==> config.mk <==
export PLATFORM = sky130hd
export DESIGN_NAME = spi_master_b2b_flat
export DESIGN_NICKNAME = d
export VERILOG_FILES = /design/src/rtl/spi_master_b2b_if.sv /design/src/rtl/spi_master_b2b.sv /design/src/flat_wrapper.sv
export SDC_FILE = /design/constraint.sdc
export NUM_CORES = 1
export LEC_CHECK = 0
export BUFFER_PORTS_ARGS = -buffer_cell sky130_fd_sc_hd__buf_2
export CAP_MARGIN = 40
export CELL_PAD_IN_SITES_DETAIL_PLACEMENT = 1
export CELL_PAD_IN_SITES_GLOBAL_PLACEMENT = 1
export CORE_MARGIN = 2
export CORE_UTILIZATION = 38
export DETAILED_ROUTE_END_ITERATION = 7
export PLACE_DENSITY_LB_ADDON = 0.1
export SYNTH_ARGS = -nofsm -noshare
export SYNTH_HDL_FRONTEND = slang
export SYNTH_SLANG_ARGS = --single-unit
==> constraint.sdc <==
create_clock -name clk -period 3.91 [get_ports clk]
set_input_delay 0.391 -clock clk [delete_from_list [all_inputs] [get_ports clk]]
set_output_delay 0.391 -clock clk [all_outputs]
set_load 0.02 [all_outputs]
==> src/rtl/spi_master_b2b_if.sv <==
// Board-to-board SPI master bundle: controller handshake (start/busy/rx/done) plus the SPI pins.
interface spi_master_b2b_if;
  logic       start;
  logic       busy;
  logic [7:0] rx_byte;
  logic       rx_valid;
  logic [7:0] byte_cnt;
  logic       done;
  logic       sck;
  logic       mosi;
  logic       ssel;
  logic       miso;

  modport master (
    input  start, miso,
    output busy, rx_byte, rx_valid, byte_cnt, done, sck, mosi, ssel
  );

  modport slave (
    output start, miso,
    input  busy, rx_byte, rx_valid, byte_cnt, done, sck, mosi, ssel
  );
endinterface

==> src/rtl/spi_master_b2b.sv <==
// SPI mode-0 frame master: on start, sends NUM_BYTES incrementing bytes MSB first and returns each miso byte.
// All outputs registered; start is only accepted in IDLE, and there is no backpressure on rx_valid/done.
module spi_master_b2b #(
  parameter int         CLK_DIV     = 4,
  parameter int         NUM_BYTES   = 64,
  parameter logic [7:0] FIRST_VALUE = 8'h01,
  parameter int         SSEL_GUARD  = 8,
  parameter int         BYTE_GAP    = 0
) (
  input  logic             clk,
  input  logic             rst_n,
  spi_master_b2b_if.master bus
);

  localparam logic [7:0] DIV_M1   = 8'(CLK_DIV - 1);
  localparam logic [7:0] GUARD_M1 = 8'(SSEL_GUARD - 1);
  localparam logic [7:0] GAP_M1   = (BYTE_GAP > 0) ? 8'(BYTE_GAP - 1) : 8'd0;
  localparam logic [7:0] NB       = 8'(NUM_BYTES);

  typedef enum logic [2:0] {
    IDLE, LEAD, BIT_LO, BIT_HI, GAP, TRAIL, FINISH
  } state_t;

  state_t     state_q, state_d;
  logic [7:0] cnt_q, cnt_d;
  logic [2:0] bit_q, bit_d;
  logic [7:0] tx_val_q, tx_val_d;
  logic [7:0] tx_sh_q, tx_sh_d;
  logic [7:0] rx_sh_q, rx_sh_d;
  logic [7:0] rx_byte_q, rx_byte_d;
  logic [7:0] byte_cnt_q, byte_cnt_d;
  logic       sck_q, sck_d;
  logic       ssel_q, ssel_d;
  logic       busy_q, busy_d;
  logic       rx_valid_q, rx_valid_d;
  logic       done_q, done_d;
  logic       miso_s1, miso_s2;

  logic [7:0] rx_shifted;
  logic [7:0] byte_inc;
  logic [7:0] tx_next;

  assign rx_shifted = {rx_sh_q[6:0], miso_s2};
  assign byte_inc   = byte_cnt_q + 8'd1;
  assign tx_next    = tx_val_q + 8'd1;

  always_comb begin
    state_d    = state_q;
    cnt_d      = cnt_q;
    bit_d      = bit_q;
    tx_val_d   = tx_val_q;
    tx_sh_d    = tx_sh_q;
    rx_sh_d    = rx_sh_q;
    rx_byte_d  = rx_byte_q;
    byte_cnt_d = byte_cnt_q;
    sck_d      = sck_q;
    ssel_d     = ssel_q;
    busy_d     = busy_q;
    rx_valid_d = 1'b0;
    done_d     = 1'b0;

    case (state_q)
      IDLE: begin
        if (bus.start) begin
          state_d    = LEAD;
          cnt_d      = GUARD_M1;
          bit_d      = 3'd0;
          tx_val_d   = FIRST_VALUE;
          tx_sh_d    = FIRST_VALUE;
          byte_cnt_d = 8'd0;
          ssel_d     = 1'b0;
          busy_d     = 1'b1;
          sck_d      = 1'b0;
        end
      end
      LEAD: begin
        if (cnt_q == 8'd0) begin
          state_d = BIT_LO;
          cnt_d   = DIV_M1;
        end else begin
          cnt_d = cnt_q - 8'd1;
        end
      end
      BIT_LO: begin
        if (cnt_q == 8'd0) begin
          state_d = BIT_HI;
          cnt_d   = DIV_M1;
          sck_d   = 1'b1;
        end else begin
          cnt_d = cnt_q - 8'd1;
        end
      end
      BIT_HI: begin
        if (cnt_q == 8'd0) begin
          // sck falls and mosi advances on the same edge
          sck_d   = 1'b0;
          rx_sh_d = rx_shifted;
          bit_d   = bit_q + 3'd1;
          tx_sh_d = {tx_sh_q[6:0], 1'b0};
          state_d = BIT_LO;
          cnt_d   = DIV_M1;
          if (bit_q == 3'd7) begin
            rx_valid_d = 1'b1;
            rx_byte_d  = rx_shifted;
            byte_cnt_d = byte_inc;
            if (byte_inc == NB) begin
              state_d = TRAIL;
              cnt_d   = GUARD_M1;
              tx_sh_d = 8'd0;
            end else begin
              tx_val_d = tx_next;
              tx_sh_d  = tx_next;
              if (BYTE_GAP > 0) begin
                state_d = GAP;
                cnt_d   = GAP_M1;
              end
            end
          end
        end else begin
          cnt_d = cnt_q - 8'd1;
        end
      end
      GAP: begin
        if (cnt_q == 8'd0) begin
          state_d = BIT_LO;
          cnt_d   = DIV_M1;
        end else begin
          cnt_d = cnt_q - 8'd1;
        end
      end
      TRAIL: begin
        if (cnt_q == 8'd0) begin
          state_d = FINISH;
          ssel_d  = 1'b1;
          busy_d  = 1'b0;
          done_d  = 1'b1;
          tx_sh_d = 8'd0;
        end else begin
          cnt_d = cnt_q - 8'd1;
        end
      end
      FINISH: begin
        state_d = IDLE;
      end
      default: begin
        state_d = IDLE;
      end
    endcase
  end

  always_ff @(posedge clk or negedge rst_n) begin
    if (!rst_n) begin
      state_q    <= IDLE;
      cnt_q      <= 8'd0;
      bit_q      <= 3'd0;
      tx_val_q   <= 8'd0;
      tx_sh_q    <= 8'd0;
      rx_sh_q    <= 8'd0;
      rx_byte_q  <= 8'd0;
      byte_cnt_q <= 8'd0;
      sck_q      <= 1'b0;
      ssel_q     <= 1'b1;
      busy_q     <= 1'b0;
      rx_valid_q <= 1'b0;
      done_q     <= 1'b0;
      miso_s1    <= 1'b0;
      miso_s2    <= 1'b0;
    end else begin
      state_q    <= state_d;
      cnt_q      <= cnt_d;
      bit_q      <= bit_d;
      tx_val_q   <= tx_val_d;
      tx_sh_q    <= tx_sh_d;
      rx_sh_q    <= rx_sh_d;
      rx_byte_q  <= rx_byte_d;
      byte_cnt_q <= byte_cnt_d;
      sck_q      <= sck_d;
      ssel_q     <= ssel_d;
      busy_q     <= busy_d;
      rx_valid_q <= rx_valid_d;
      done_q     <= done_d;
      miso_s1    <= bus.miso;
      miso_s2    <= miso_s1;
    end
  end

  // mosi is the MSB of the shift register, so it stays a plain flop output
  assign bus.mosi     = tx_sh_q[7];
  assign bus.sck      = sck_q;
  assign bus.ssel     = ssel_q;
  assign bus.busy     = busy_q;
  assign bus.rx_byte  = rx_byte_q;
  assign bus.rx_valid = rx_valid_q;
  assign bus.byte_cnt = byte_cnt_q;
  assign bus.done     = done_q;

endmodule

==> src/flat_wrapper.sv <==
// flat-port wrapper written by rule: the top's interface ports become plain ports
module spi_master_b2b_flat 
#(
  parameter int         CLK_DIV     = 4,
  parameter int         NUM_BYTES   = 64,
  parameter logic [7:0] FIRST_VALUE = 8'h01,
  parameter int         SSEL_GUARD  = 8,
  parameter int         BYTE_GAP    = 0
)
  (clk, rst_n, bus_start, bus_miso, bus_busy, bus_rx_byte, bus_rx_valid, bus_byte_cnt, bus_done, bus_sck, bus_mosi, bus_ssel);
  spi_master_b2b_if bus_i ();
  input  logic clk;
  input  logic rst_n;
  input wire logic [$bits(bus_i.start)-1:0] bus_start;
  input wire logic [$bits(bus_i.miso)-1:0] bus_miso;
  output wire logic [$bits(bus_i.busy)-1:0] bus_busy;
  output wire logic [$bits(bus_i.rx_byte)-1:0] bus_rx_byte;
  output wire logic [$bits(bus_i.rx_valid)-1:0] bus_rx_valid;
  output wire logic [$bits(bus_i.byte_cnt)-1:0] bus_byte_cnt;
  output wire logic [$bits(bus_i.done)-1:0] bus_done;
  output wire logic [$bits(bus_i.sck)-1:0] bus_sck;
  output wire logic [$bits(bus_i.mosi)-1:0] bus_mosi;
  output wire logic [$bits(bus_i.ssel)-1:0] bus_ssel;
  assign bus_i.start = bus_start;
  assign bus_i.miso = bus_miso;
  assign bus_busy = bus_i.busy;
  assign bus_rx_byte = bus_i.rx_byte;
  assign bus_rx_valid = bus_i.rx_valid;
  assign bus_byte_cnt = bus_i.byte_cnt;
  assign bus_done = bus_i.done;
  assign bus_sck = bus_i.sck;
  assign bus_mosi = bus_i.mosi;
  assign bus_ssel = bus_i.ssel;
  spi_master_b2b #(.CLK_DIV(CLK_DIV), .NUM_BYTES(NUM_BYTES), .FIRST_VALUE(FIRST_VALUE), .SSEL_GUARD(SSEL_GUARD), .BYTE_GAP(BYTE_GAP)) u_core (.clk(clk), .rst_n(rst_n), .bus(bus_i));
endmodule
==> impl_metrics.json <==
{
  "ir_worst_vdd_v": 0.000202,
  "setup_viol": 0,
  "ctsHoldBuffers": 0,
  "maxSlewViolCount": 0,
  "holdCritPathClass": "in -> async",
  "grt_pass1_vias": 2513,
  "ys_ff_latch": 60,
  "cts.sinks": 60,
  "first_iter_violations": 89,
  "grt_use_total_pct": 18.4,
  "antenna_cells": 0,
  "yosys_warnings": 0,
  "n_fill_cell": 920,
  "finalCritPeriodShare_pct": 65.2,
  "yosysSeqAreaShare_pct": 50.3,
  "drc": 0,
  "relSlewSlack_pct": 44.4,
  "cts_tree": "yes",
  "viasPerCell": 5.49,
  "seq_area_mm2": 0.00150,
  "coreArea_mm2": 0.00769,
  "yosysUniqueCellTypes": 51,
  "post_cts_buffers": 0,
  "grt_pass1_wl_mm": 12.5,
  "critPathMaxStageDelay_ps": 890,
  "antenna_found_initial": 0,
  "synthArstFlopShare_pct": 100,
  "cts_resized": 0,
  "required_ps": 4180,
  "area_growth_pct": 14.3,
  "clkLatencyLatePin_ps": 330,
  "multi_input_area_mm2": 0.00140,
  "first_pass_iters": 5,
  "overflow": 0,
  "num_vias": 2436,
  "port_buffers": 25,
  "power_density_mw_per_mm2": 586,
  "die_area_mm2": 0.00858,
  "numCtsBuffers": 9,
  "gp_congestion": 0.723,
  "grt_max_degree": 35,
  "synth_area_mm2": 0.00299,
  "crit_chain": "or4_1, or4_1, nor3_1, o22a_1",
  "p_leak_nw": 1.56,
  "cp.arrival_ps": 2820,
  "pin_count": 26,
  "ys.flop_type": "dfrtp_1",
  "drive_above_1_share_pct": 14.6,
  "htree_levels": 3,
  "crit_path_frequent_cell": "or4_1",
  "cts_buffer_depth": 2,
  "finalHoldViolations": 0,
  "tightestPinTransition_ps": 829,
  "postSynthNetCount": 326,
  "row_count": 32,
  "fin_tns_setup_ps": 0,
  "min_period_ps": 2550,
  "status": "finished, final reports clean",
  "path_class": "reg -> reg",
  "end_kind": "register",
  "fin_nets": 348,
  "path_clk_slew_ps": 70,
  "skew_ps": 7.69,
  "start_util_pct": 38.8,
  "layout_common_cells": "nand2_1, dfrtp_1, buf_2, nor2_1, o21ai_0",
  "synth-edff-count": 0,
  "cts_root_buf": "clkbuf_8",
  "ant_nets": 0,
  "die_y_um": 92.6,
  "max_freq_mhz": 392,
  "final_util_pct": 44.4,
  "avgRoutedWirePerCell_um": 16.3,
  "die_w_um": 92.6,
  "dp_hpwl_mm": 5.00,
  "path_max_fanout": 18,
  "start_kind": "register",
  "syn_avg_cell_area_um2": 9.45,
  "rsz0062_at_grt": "false",
  "max-cap-violations": 0,
  "cp_slowest_cell": "or4_1",
  "synthCells": 316,
  "drt-total-wl_mm": 7.23
}
## power breakdown
group	switching [W]	leakage, nW	total, W	internal (W)
logic	0.000313	0.659	0.000512	0.000199
clock network	0.000248	0.111	0.000637	0.000389
registers	0.000135	0.793	0.000851	0.000716
total	0.000696	1.56	0.00200	0.00130
## layer usage
layer	track usage (%)	share of wire (%)
met5	0	0
met4	6.99	1.4
met3	3.09	2.5
met2	28.1	45
met1	26.4	51
## cell usage after synthesis, drive strengths merged (5+ instances only)
| cell | count | share of area (%) |
|---|---|---|
| a22oi | 8 | 2.0 |
| clkbuf | 10 | 1.3 |
| o2bb2ai | 6 | 1.8 |
| o21a | 6 | 1.5 |
| o21ai | 30 | 5.2 |
| buf | 6 | 0.88 |
| nor3 | 6 | 1.0 |
| nor2 | 25 | 3.4 |
| dfrtp | 59 | 49 |
| a21oi | 9 | 1.5 |
| or3 | 5 | 1.0 |
| nand2 | 59 | 7.4 |
| ha | 6 | 2.5 |
| a22o | 10 | 2.9 |
| nand3 | 8 | 1.3 |
| o31ai | 6 | 1.7 |
## logic make-up after synthesis
| logic type | after synthesis | synth area share [%] |
|---|---|---|
| buf+inv | 20 | 2.64 |
| xor+xnor | 7 | 2.05 |
| fa+ha+maj | 6 | 2.51 |
| mux | 2 | 0.671 |
| flops | 60 | 50.3 |
| simple gates | 132 | 21.0 |
| compound gates | 89 | 20.8 |
## flip-flops by register name, summed over array words and instances (netlist names)
signal,cells
u_core.bus.busy,1
u_core.bus.done,1
u_core.tx_sh_q,8
u_core.miso_s2,1
u_core.bus.byte_cnt,8
u_core.bus.sck,1
u_core.cnt_q,8
u_core.bus.rx_byte,8
u_core.bus.rx_valid,1
u_core.bus.ssel,1
u_core.rx_sh_q,7
u_core.bit_q,3
u_core.state_q,3
u_core.miso_s1,1
u_core.tx_val_q,8
## critical path, delay by kind of cell (launching register included)
kind | cells | cell delay, ps
simple gates | 3 | 1880
flops | 1 | 430
compound gates | 1 | 190
## path summary, 6_finish.rpt
path,from,endpoint,slack (ps),cells past startpoint
setup / recovery,u_core.cnt_q[4],u_core.state_q[2],1360,4
hold / removal,rst_n,u_core.cnt_q[7],60,1
setup reg to reg,u_core.cnt_q[4],u_core.state_q[2],1360,4
hold reg to reg,u_core.miso_s1,u_core.miso_s2,360,0
max in group asynchronous,rst_n,u_core.bus.ssel,2920,2
min in group clk,bus_miso,u_core.miso_s1,160,1
## through the flow
| step | instances | total power, W | setup slack (ps) | hold WS [ps] | instance area (um^2) |
|---|---|---|---|---|---|
| floorplan | 316 | 0.00122 | 1710 | 95.4 | 2990 |
| global placement | 429 | 0.00136 | 1380 | 336 | 3190 |
| detailed placement | 429 | 0.00138 | 1380 | 344 | 3190 |
| CTS | 444 | 0.00202 | 1360 | 85.5 | 3410 |
| global route | 444 | 0.00214 | 1180 | 102 | 3410 |
| finish | 444 | 0.00200 | 1360 | 60.8 | 3410 |
## cell type report
cell class	instances	share of cell area (%)
multi-input combinational	236	41.1
timing repair buffer	27	4.11
sequential	60	44.0
clock buffer	11	4.44
clock inverter	4	2.13
tap	102	3.74
inverter	4	0.440
(Power assumes the default switching activity.)
